==> src/rtl/core_fetcher_pkg.sv <==
// Shared encodings and default widths for the core controller and its fetch stage.
// The controller and core_fetcher both import these, so the state values have one source.
package core_fetcher_pkg;

    localparam int DEFAULT_ADDR_BITS   = 8;
    localparam int DEFAULT_DATA_BITS   = 16;
    localparam int DEFAULT_CACHE_LINES = 4;
    localparam int DEFAULT_COUNT_BITS  = 16;

    typedef enum logic [2:0] {
        CORE_IDLE    = 3'b000,
        CORE_FETCH   = 3'b001,
        CORE_DECODE  = 3'b010,
        CORE_REQUEST = 3'b011,
        CORE_WAIT    = 3'b100,
        CORE_EXECUTE = 3'b101,
        CORE_UPDATE  = 3'b110,
        CORE_DONE    = 3'b111
    } core_state_e;

    typedef enum logic [2:0] {
        FETCHER_IDLE     = 3'b000,
        FETCHER_FETCHING = 3'b001,
        FETCHER_FETCHED  = 3'b010
    } fetcher_state_e;

endpackage

==> src/rtl/fetch_icache.sv <==
// Direct-mapped instruction buffer: valid/tag/data arrays, combinational hit lookup,
// a single fill port and a whole-buffer invalidate that takes priority over a fill.
module fetch_icache
    import core_fetcher_pkg::*;
#(
    parameter int ADDR_BITS   = DEFAULT_ADDR_BITS,
    parameter int DATA_BITS   = DEFAULT_DATA_BITS,
    parameter int CACHE_LINES = DEFAULT_CACHE_LINES
) (
    input  logic                 clk,
    input  logic                 reset,
    input  logic [ADDR_BITS-1:0] i_lookup_addr,
    output logic                 o_hit,
    output logic [DATA_BITS-1:0] o_hit_data,
    input  logic                 i_fill_en,
    input  logic [ADDR_BITS-1:0] i_fill_addr,
    input  logic [DATA_BITS-1:0] i_fill_data,
    input  logic                 i_invalidate
);

    localparam int IDX_BITS = $clog2(CACHE_LINES);
    localparam int TAG_BITS = ADDR_BITS - IDX_BITS;

    logic [CACHE_LINES-1:0] r_valid;
    logic [TAG_BITS-1:0]    r_tag  [CACHE_LINES];
    logic [DATA_BITS-1:0]   r_data [CACHE_LINES];

    logic [IDX_BITS-1:0] w_lookup_idx;
    logic [TAG_BITS-1:0] w_lookup_tag;
    logic [IDX_BITS-1:0] w_fill_idx;
    logic [TAG_BITS-1:0] w_fill_tag;

    assign w_lookup_idx = i_lookup_addr[IDX_BITS-1:0];
    assign w_lookup_tag = i_lookup_addr[ADDR_BITS-1:IDX_BITS];
    assign w_fill_idx   = i_fill_addr[IDX_BITS-1:0];
    assign w_fill_tag   = i_fill_addr[ADDR_BITS-1:IDX_BITS];

    // Lookup always sees the contents before this edge, even when invalidate is pulsing.
    always_comb begin
        o_hit      = 1'b0;
        o_hit_data = r_data[w_lookup_idx];
        if (r_valid[w_lookup_idx] && (r_tag[w_lookup_idx] == w_lookup_tag)) begin
            o_hit = 1'b1;
        end else begin
            o_hit = 1'b0;
        end
    end

    // Valid bits: invalidate beats a coincident fill, leaving the filled line unusable.
    always_ff @(posedge clk or posedge reset) begin
        if (reset) begin
            r_valid <= '0;
        end else if (i_invalidate) begin
            r_valid <= '0;
        end else if (i_fill_en) begin
            r_valid[w_fill_idx] <= 1'b1;
        end else begin
            r_valid <= r_valid;
        end
    end

    // Tag and data arrays carry no reset; they are only trusted behind a valid bit.
    always_ff @(posedge clk) begin
        if (i_fill_en) begin
            r_tag[w_fill_idx]  <= w_fill_tag;
            r_data[w_fill_idx] <= i_fill_data;
        end
    end

endmodule

==> src/rtl/core_fetcher.sv <==
// Instruction fetch stage: serves FETCH requests from the local buffer or, on a miss,
// through a single outstanding valid/ready read to program memory. All outputs are registered.
module core_fetcher
    import core_fetcher_pkg::*;
#(
    parameter int PROGRAM_MEM_ADDR_BITS = DEFAULT_ADDR_BITS,
    parameter int PROGRAM_MEM_DATA_BITS = DEFAULT_DATA_BITS,
    parameter int CACHE_LINES           = DEFAULT_CACHE_LINES,
    parameter int COUNT_BITS            = DEFAULT_COUNT_BITS
) (
    input  logic                             clk,
    input  logic                             reset,
    input  logic [2:0]                       core_state,
    input  logic [PROGRAM_MEM_ADDR_BITS-1:0] current_pc,
    input  logic                             cache_invalidate,
    output logic                             mem_read_valid,
    output logic [PROGRAM_MEM_ADDR_BITS-1:0] mem_read_address,
    input  logic                             mem_read_ready,
    input  logic [PROGRAM_MEM_DATA_BITS-1:0] mem_read_data,
    output logic [2:0]                       fetcher_state,
    output logic [PROGRAM_MEM_DATA_BITS-1:0] instruction,
    output logic [COUNT_BITS-1:0]            hit_count,
    output logic [COUNT_BITS-1:0]            miss_count
);

    localparam logic [COUNT_BITS-1:0] COUNT_MAX = {COUNT_BITS{1'b1}};
    localparam logic [COUNT_BITS-1:0] COUNT_ONE = {{(COUNT_BITS-1){1'b0}}, 1'b1};

    fetcher_state_e                   r_state;
    logic                             r_mem_read_valid;
    logic [PROGRAM_MEM_ADDR_BITS-1:0] r_mem_read_address;
    logic [PROGRAM_MEM_DATA_BITS-1:0] r_instruction;
    logic [COUNT_BITS-1:0]            r_hit_count;
    logic [COUNT_BITS-1:0]            r_miss_count;

    logic                             w_hit;
    logic [PROGRAM_MEM_DATA_BITS-1:0] w_hit_data;
    logic                             w_fill_en;

    // The request address is held for the whole miss, so it doubles as the fill address.
    assign w_fill_en = (r_state == FETCHER_FETCHING) && mem_read_ready;

    fetch_icache #(
        .ADDR_BITS   (PROGRAM_MEM_ADDR_BITS),
        .DATA_BITS   (PROGRAM_MEM_DATA_BITS),
        .CACHE_LINES (CACHE_LINES)
    ) u_icache (
        .clk           (clk),
        .reset         (reset),
        .i_lookup_addr (current_pc),
        .o_hit         (w_hit),
        .o_hit_data    (w_hit_data),
        .i_fill_en     (w_fill_en),
        .i_fill_addr   (r_mem_read_address),
        .i_fill_data   (mem_read_data),
        .i_invalidate  (cache_invalidate)
    );

    // Fetch FSM with memory handshake and saturating hit/miss counters.
    always_ff @(posedge clk or posedge reset) begin
        if (reset) begin
            r_state            <= FETCHER_IDLE;
            r_mem_read_valid   <= 1'b0;
            r_mem_read_address <= '0;
            r_instruction      <= '0;
            r_hit_count        <= '0;
            r_miss_count       <= '0;
        end else begin
            case (r_state)
                FETCHER_IDLE: begin
                    if (core_state == CORE_FETCH) begin
                        if (w_hit) begin
                            r_instruction <= w_hit_data;
                            r_state       <= FETCHER_FETCHED;
                            if (r_hit_count != COUNT_MAX) begin
                                r_hit_count <= r_hit_count + COUNT_ONE;
                            end
                        end else begin
                            r_mem_read_valid   <= 1'b1;
                            r_mem_read_address <= current_pc;
                            r_state            <= FETCHER_FETCHING;
                            if (r_miss_count != COUNT_MAX) begin
                                r_miss_count <= r_miss_count + COUNT_ONE;
                            end
                        end
                    end
                end
                FETCHER_FETCHING: begin
                    if (mem_read_ready) begin
                        r_instruction    <= mem_read_data;
                        r_mem_read_valid <= 1'b0;
                        r_state          <= FETCHER_FETCHED;
                    end
                end
                FETCHER_FETCHED: begin
                    if (core_state == CORE_DECODE) begin
                        r_state <= FETCHER_IDLE;
                    end
                end
                default: begin
                    r_state          <= FETCHER_IDLE;
                    r_mem_read_valid <= 1'b0;
                end
            endcase
        end
    end

    assign fetcher_state    = r_state;
    assign mem_read_valid   = r_mem_read_valid;
    assign mem_read_address = r_mem_read_address;
    assign instruction      = r_instruction;
    assign hit_count        = r_hit_count;
    assign miss_count       = r_miss_count;

endmodule

==> config.mk <==
export PLATFORM = sky130hd
export DESIGN_NAME = core_fetcher
export DESIGN_NICKNAME = d
export VERILOG_FILES = /design/src/rtl/core_fetcher_pkg.sv /design/src/rtl/fetch_icache.sv /design/src/rtl/core_fetcher.sv
export SDC_FILE = /design/constraint.sdc
export NUM_CORES = 1
export LEC_CHECK = 0
export CORE_ASPECT_RATIO = 0.6
export CORE_UTILIZATION = 41
export DETAILED_ROUTE_END_ITERATION = 10
export SYNTH_ARGS = -nofsm -noshare
export SYNTH_HDL_FRONTEND = slang
export SYNTH_SLANG_ARGS = --single-unit
==> constraint.sdc <==
create_clock -name clk -period 8 [get_ports clk]
set_input_delay 2.4 -clock clk [delete_from_list [all_inputs] [get_ports clk]]
set_output_delay 2.4 -clock clk [all_outputs]
set_load 0.005 [all_outputs]
* After elaboration in Yosys (flattened, before gate mapping)
Memories as Yosys holds them, arrays and structs flattened.
Cells that the tools add are included.
** Word-level totals
- Register bits :: 64
- RAM bits :: 88
- Output and inout bits :: 60
- Memories kept :: 2
** Memories
- u_icache.r_data :: depth 4, bits a word 16, read ports 1, clocked after memory_dff 0, wr ports 1, RTL line fetch_icache.sv:26 : logic [DATA_BITS-1:0] r_data [CACHE_LINES];
- u_icache.r_tag :: depth 4, bits a word 6, read ports 1, clocked after memory_dff 0, wr ports 1, RTL line fetch_icache.sv:25 : logic [TAG_BITS-1:0] r_tag [CACHE_LINES];
** Operators by class
- Add/subtract/negate cells :: 2
- $lt $le $gt $ge :: 3
- Eq/ne operators :: 12
- Muxes and demuxes :: 22
- Bitwise logic cells :: 3
- Reduce and logical (&&, ||, !) cells :: 12
** Operators by type and width (number)
- $mux 16 :: 3
- $add 16x1->16 const B :: 2
- $ne 16x16->1 const B :: 2
- $pmux 16 s2 :: 1
- $reduce_and 4->1 :: 4
- $mux 3 :: 3
- $pmux 3 s3 :: 1
- $mux 1 :: 8
- $mux 4 :: 2
- $ne 2x2->1 const B :: 4
- $eq 3x1->1 const B :: 2
- $eq 3x2->1 const B :: 2
- $eq 6x6->1 :: 1
- $lt 2x3->1 const B :: 2
- $reduce_and 3->1 :: 2
- $or 4x4->4 :: 1
- $reduce_bool 2->1 :: 2
- $logic_and 1x1->1 :: 3
- $logic_not 3->1 :: 1
- $pmux 1 s3 :: 1
- $bmux 1 s2 :: 1
- $demux 1 s2 :: 1
- $ge 2x1->1 const B :: 1
- $mux 2 :: 1
- 2 further kinds :: 3

* Logic depth before layout (Yosys ltp)
Gate-level depths: netlist of the first run.
- Depth after elaboration :: 7
- Depth in mapped cells :: 10
- Depth with buffers taken out :: 8

* By module
From an unflattened synthesis of the first run, not the netlist that was laid out.
** Unflattened totals
- Cell total of the unflattened synthesis :: 388
- Area, all modules :: 6291.0 sq um
** Modules (own cells, without submodules)
- fetch_icache :: times used 1, cells each 147, area an instance 3458.3 sq um, sequential area each 2742.6 sq um
- core_fetcher :: times used 1, cells each 241, area an instance 2832.7 sq um, sequential area each 1476.4 sq um

* Least setup slack after synthesis of the first run
OpenSTA, ideal clock, no wires.
- Kind :: input to register
- Start :: in mem_read_ready
- End :: mem u_icache.r_data[2][0] in the netlist's numbering (enable)
- Arrival time :: 4234 ps
- Path slack :: 3330 ps
- Stages :: 2
- Cell sequence :: nand2_1 -> nor3b_1
** Between the ends
- Word-level cells in the longest chain between the ends :: 3
** Ends and longest elaborated chain
- start: declaration :: RTL line core_fetcher.sv:18 : input logic mem_read_ready,
- $logic_and 1x1->1 :: RTL line core_fetcher.sv:41 : assign w_fill_en = (r_state == FETCHER_FETCHING) && mem_read_ready;
- $mux 1 :: RTL line fetch_icache.sv:64 : if (i_fill_en) begin
- $mux 1 (not written as such) :: RTL line fetch_icache.sv:66 : r_data[w_fill_idx] <= i_fill_data;
- end: declaration :: RTL line fetch_icache.sv:26
Every way passes these cells.

* Worst setup path in the final report of the first run
- Start :: in current_pc[1]
- End :: reg r_miss_count[12] (netlist: miss_count[12])
** Between the ends
- Word-level cells in the longest chain between the ends :: 6
- Elaborated cells on any way between the ends :: 8
- Classes of those cells :: eq/ne: 1; mux: 3; bitwise: 1; reduce/logical: 2; memory: 1
** Ends and longest elaborated chain
- start: declaration :: RTL line core_fetcher.sv:14 : input logic [PROGRAM_MEM_ADDR_BITS-1:0] current_pc,
- $mem_v2 4x6 / $bmux 1 s2 (equally long branches)
- $eq 6x6->1 / $mux 1 (equally long branches) :: RTL line fetch_icache.sv:42 : if (r_valid[w_lookup_idx] && (r_tag[w_lookup_idx] == w_lookup_tag)) begin
- $logic_and 1x1->1 (*) :: RTL line fetch_icache.sv:42
- $mux 1 (*) :: RTL line fetch_icache.sv:42
- $not 1->1 (no source line) (*)
- $reduce_and 4->1 (no source line) (*)
- end signal: assignment :: RTL line core_fetcher.sv:83 : r_miss_count <= r_miss_count + COUNT_ONE;
- end: declaration :: RTL line core_fetcher.sv:34 : logic [COUNT_BITS-1:0] r_miss_count;
Every way passes the cells marked *; elsewhere a longest branch is shown, timed or not. The select of a mux whose other input is x is not followed.
A chain may end at the register's enable or synchronous reset.

==> results.toml, run 1 <==
[cells_and_area]
drive_gt1_share_pct = 17.6
register_area_mm2 = 0.00422
fill_cells = 1197
fin_nets = 553
multiInputGateArea_mm2 = 0.00192
num_antenna_cells = 0
area_delta_synth_final_pct = 27.2

[cts]
cts-root-buf = "clkbuf_16"
clk-insertion-delay-late_ns = 0.41
post_cts_resized = 0
htree_num_levels = 4
cts_made_buffers = 17
clockBufferDepth = 2
postCtsHoldBufs = 0
path_clk_slew_ns = 0.06
cts_tree = "done"
post_cts_buffers = 0
clkSinkCount = 151

[global_route]
antenna_found_initial = 0
grt.total_usage_pct = 17.1
overflow = 0
grt_pass1_vias = 3709
grt_max_degree = 64
grt_pass1_wl_um = 20300

[hold_path]
min_to = "instruction[7]"
hold_depth = 1
min_path_type = "flop to flop"
hp-start = "instruction[7]"

[timing]
timing.final.ws_setup_ns = 2.31
finalCriticalPeriod_ns = 5.69
setup_viol = 0
tns_ns = 0
rsz0062_at_grt = "no"
fin_crit_sh_pct = 71.1
hold_viol = 0
slew_headroom_pct = 24.6
finClkSkew_ns = 0.00721
tightest_slew_ns = 1.13
slew_viol_final = 0
fmax_mhz = 176

[placed_design]
place_congestion = 0.751
dp_slack_ns = 1.82
hpwl_um = 8330
portBuffers = 89

[logic_synthesis]
yosys.area_share.adder_pct = 0.400
synth_ff_type = "edfxtp_1"
synth.area.mux_share_pct = 13.3
ys_ff_latch = 151
synth_most_common_cell = "edfxtp_1"
synthTopCellsByArea = "edfxtp_1, dfrtp_1, mux4_2"
async_flop_share_pct = 41.7
synth_area_leader_cell = "edfxtp_1"
synth_compound_area_share_pct = 1.20
syn_nets = 452
postSynthCellCount = 419
ys_seq_area_share_pct = 67.5
syn_avg_cell_area_um2 = 14.9
synth-edff-count = 88
synthXorXnorAreaFrac_pct = 5.60
synth_top_area_share_pct = 42.3
yosys.area_share.simple_pct = 9.91
ys_warn_count = 0
synthesis.area_mm2 = 0.00625
synth_common_cells = "edfxtp_1, dfrtp_1, nand2_1, xnor2_1, mux2_2"
synth.distinct_cells = 37
synth_top_family_by_area = "multiplexers"

[critical_path]
crit_path_max_incr_delay_ns = 0.99
slowest_stage = "clkdlybuf4s50_1"
timing.rr.end = "miss_count[12]"
reg2regPathDepth = 7
critPathBufInv = 2
cp_max_fo = 17
worstPathRequired_ns = 8.29
r2r_slack_ns = 5.22
crit_family = "buffers and inverters"
cp.arrival_ns = 5.98
path_cells = "clkdlybuf4s50_1, buf_4, mux2i_1, xnor2_1, o32ai_1, nand2_1, o21ai_1, or3_1, mux2_2"
rr_startpoint = "u_icache.r_tag[3][4]"
startpoint_type = "primary input"
crit_type = "primary input to flop"
cp-end-kind = "flop"

[pwr]
p_sw_share_pct = 24.9
combinationalPowerShare_pct = 15.2
p_per_area_mw_per_mm2 = 261
p_seq_share_pct = 47.6
leakage_nw = 3.06
power_frac_clock_pct = 37.2
vdd_drop_max_mv = 0.115
power.switching_mw = 0.515
p_int_mw = 1.56

[die]
die_w_um = 161
ioPinCount = 91
coreArea_mm2 = 0.0147
rows = 34
dieArea_mm2 = 0.0158
die_h_um = 97.7
initial_utilization_pct = 42.6

[detailed_routing]
drt_iter0_markers = 95
wl_per_cell_um = 17.2
avgViaCountPerCell = 4.94
vias = 3608
routed_wl_um = 12600
ant_nets = 0
first_pass_iters = 4
drc = 0

[outcome]
status = "completed"

[job]
cap_violations = 0
## power groups by stage
stage | Clock (mW) | Combinational [mW] | Sequential, mW
final | 0.771 | 0.315 | 0.985
after global routing | 0.821 | 0.341 | 0.995
after CTS | 0.790 | 0.321 | 0.985
after detailed placement | 0 | 0.319 | 1.00
after global placement | 0 | 0.316 | 0.995
after floorplan | 0 | 0.126 | 0.991
## registers in the layout, summed over array words and instances, names as in the netlist
signal and flops:
hit_count 16, fetcher_state 2, mem_read_valid 1, u_icache.r_valid 4, mem_read_address 8, miss_count 16
u_icache.r_tag 24, u_icache.r_data 64, instruction 16
## worst max-delay path by stage
stage / cells after the start / to / slack [ns] / start
floorplan: 2 / u_icache.r_data[2][0] / 3.33 / mem_read_ready
global placement: 9 / miss_count[12] / 1.93 / current_pc[1]
detailed placement: 9 / miss_count[12] / 1.82 / current_pc[1]
CTS: 9 / miss_count[12] / 2.25 / current_pc[1]
global route: 9 / miss_count[12] / 2.06 / current_pc[1]
finish: 9 / miss_count[12] / 2.31 / current_pc[1]
## cells in the final DEF, fill, tap and decap left out, types with 2 or more instances in the layout
cell type	n
clkdlybuf4s50_1	89
edfxtp_1	88
dfrtp_1	63
nand2_1	61
xnor2_1	29
mux2_2	27
nor2_1	18
mux4_2	17
clkbuf_16	17
nand3_1	12
mux2i_1	12
xor2_1	11
inv_1	9
buf_4	9
nand4_1	8
nor4_1	6
and3_1	6
inv_6	6
nor3_1	4
clkinvlp_4	4
and4_1	3
and2_1	3
a21oi_1	3
nand2b_1	2
o21ba_2	2
nor3b_2	2
mux2_1	2
ha_1	2
inv_8	2
## routing by layer
metal	wire (µm)	vias up	GRT usage [%]
li1	-	1725	-
met1	6410	1811	25.1
met2	5630	61	25.3
met3	410	11	4.18
met4	131	0	4.72
met5	0	-	0
## through the flow
| step | hold slack, ns | instance area (µm²) | std cells | util, % | power, mW |
|---|---|---|---|---|---|
| floorplan | 0.466 | 6250 | 419 | - | 1.12 |
| global placement | 0.472 | 7380 | 699 | 50.3 | 1.31 |
| detailed placement | 0.478 | 7380 | 699 | 50.3 | 1.32 |
| CTS | 0.492 | 7950 | 731 | 54.2 | 2.10 |
| global route | 0.506 | 7950 | 731 | 54.2 | 2.16 |
| finish | 0.488 | 7950 | 731 | 54.2 | 2.07 |
## cells by family (layout without fill, tap and decap cells)
group                    Yosys count  after routing
flip-flops                       151            151
buffers and inverters             26            140
adder cells (fa/ha/maj)            2              2
AO/OA/AOI/OAI                     10             10
XOR/XNOR                          40             40
other                              1              1
AND/OR/NAND/NOR                  131            131
multiplexers                      58             58
## layout make-up
type / instances / area share [%]
clock buffers: 17 / 5.35
clock inverters: 15 / 1.81
inverters: 10 / 0.472
multi-input cells: 242 / 24.1
flip-flops and latches: 151 / 53.1
well taps: 198 / 3.12
repair buffers: 98 / 12.1
No activity file was read; power rests on OpenSTA's default activity.
==> inputs of run 2 (changes only) <==
- PLACE_DENSITY: not set -> 0.65
- clock period: 8 -> 5.2 ns (I/O delays scaled with it)
==> results.toml, run 2 (synthesis results as in run 1) <==
[timing]
slew_headroom_pct = 20.0
tightest_slew_ns = 1.20
tns_ns = 0
fin_crit_sh_pct = 78.7
setup_viol = 0
slew_viol_final = 0
finClkSkew_ns = 0.0114
rsz0062_at_grt = "no"
hold_viol = 0
finalCriticalPeriod_ns = 4.09
fmax_mhz = 244

[placed_design]
placed_cell_area_mm2 = 0.00739
hpwl_um = 8480
place_congestion = 0.774
portBuffers = 89

[die]
die_w_um = 161
ioPinCount = 91
coreArea_mm2 = 0.0147
die_h_um = 97.7
initial_utilization_pct = 42.6
dieArea_mm2 = 0.0158
rows = 34

[job]
cap_violations = 0

[detailed_routing]
wl_per_cell_um = 17.1
vias = 3640
met2_length_um = 5770
met3_length_um = 407
ant_nets = 0
first_pass_iters = 4
dr.max_layer_used = "met4"
wl_met1_um = 6260
drc = 0
routed_wl_um = 12500
avgViaCountPerCell = 4.97
drt_iter0_markers = 201

[cells_and_area]
fill_cells = 1214
largest_reg_flops = 64
layout_commonest_cell = "clkdlybuf4s50_1"
multiInputGateArea_mm2 = 0.00192
register_area_mm2 = 0.00422
final_cell_mix = "clkdlybuf4s50_1, edfxtp_1, dfrtp_1, nand2_1, xnor2_1"
final_util_pct = 54.3
num_antenna_cells = 0
fin_area_mm2 = 0.00797
drive_gt1_share_pct = 18.0
fin_nets = 554
top_regs = "u_icache.r_data (64), u_icache.r_tag (24)"
area_delta_synth_final_pct = 27.5
largest_register = "u_icache.r_data"

[cts]
postCtsHoldBufs = 0
clk-insertion-delay-late_ns = 0.41
cts_made_buffers = 17
clkSinkCount = 151
path_clk_slew_ns = 0.06
cts-root-buf = "clkbuf_16"
post_cts_resized = 0
post_cts_buffers = 0
htree_num_levels = 4
cts_tree = "done"
clockBufferDepth = 2

[outcome]
status = "completed"

[global_route]
grt.total_usage_pct = 17.0
grt_pass1_vias = 3742
grt_max_degree = 34
overflow = 0
grt_pass1_wl_um = 20100
antenna_found_initial = 0

[pwr]
power.switching_mw = 0.801
p_int_mw = 2.40
power_frac_clock_pct = 37.5
vdd_drop_max_mv = 0.221
p_sw_share_pct = 25.0
p_seq_share_pct = 47.4
leakage_nw = 3.07
p_per_area_mw_per_mm2 = 402
combinationalPowerShare_pct = 15.2
totalPowerFinal_mw = 3.20

[critical_path]
crit_start = "current_pc[1]"
crit_type = "primary input to flop"
crit_path_max_incr_delay_ns = 0.56
slowest_stage = "o21ai_1"
worstPathRequired_ns = 5.49
rr_startpoint = "u_icache.r_tag[3][3]"
path_cells = "clkdlybuf4s50_1, buf_4, mux2i_1, xnor2_1, nor4_1, mux2i_1, o21ai_1, buf_4, mux2_2"
cp-end-kind = "flop"
startpoint_type = "primary input"
cp.arrival_ns = 4.39
cp_max_fo = 22

[hold_path]
hp-start = "hit_count[4]"
min_path_type = "flop to flop"
-- run 2: worst max-delay path, delay by kind of cell --
kind                      cells  cell delay (ns)
and+or+nand+nor               1             0.35
muxes                         3             0.76
AOI/OAI and AO/OA             1             0.56
xor gates and xnor gates      1             0.08
buffers and inverters         3             1.06
-- run 2: final timing paths --
path | to | cells after the start | slack [ns]
worst max-delay path | mem_read_address[4] | 9 | 1.11
worst min-delay path | hit_count[4] | 1 | 0.49
worst max register to register | mem_read_address[4] | 6 | 2.69
worst min register to register | hit_count[4] | 1 | 0.49
max in group asynchronous | u_icache.r_valid[2] | 3 | 2.71
min in group asynchronous | miss_count[9] | 2 | 1.58
-- run 2: metrics by stage --
step,worst slack (ns),hold slack (ns),std cells
finish,1.11,0.491,732
global route,0.936,0.509,732
CTS,1.10,0.492,732
detailed placement,0.677,0.477,700
global placement,0.712,0.468,700
floorplan,1.37,0.466,419
-- run 2: metal layers --
layer	up-vias	global-route usage (%)
met4	0	5.95
li1	1732	-
met3	10	3.07
met1	1829	24.5
met2	69	25.8
met5	-	0
-- run 2: final cells by class --
class	instances	area share [%]
flip-flops and latches	151	52.9
multi-input cells	242	24.1
repair buffers	99	12.1
clock buffers	17	5.34
well taps	198	3.11
clock inverters	15	1.96
inverters	10	0.471
-- run 2: power by group through the flow --
stage	clock, mW	combinational, mW	sequential [mW]
floorplan	0	0.194	1.52
global placement	0	0.484	1.53
detailed placement	0	0.491	1.54
CTS	1.23	0.494	1.52
global route	1.27	0.526	1.54
finish	1.20	0.485	1.52
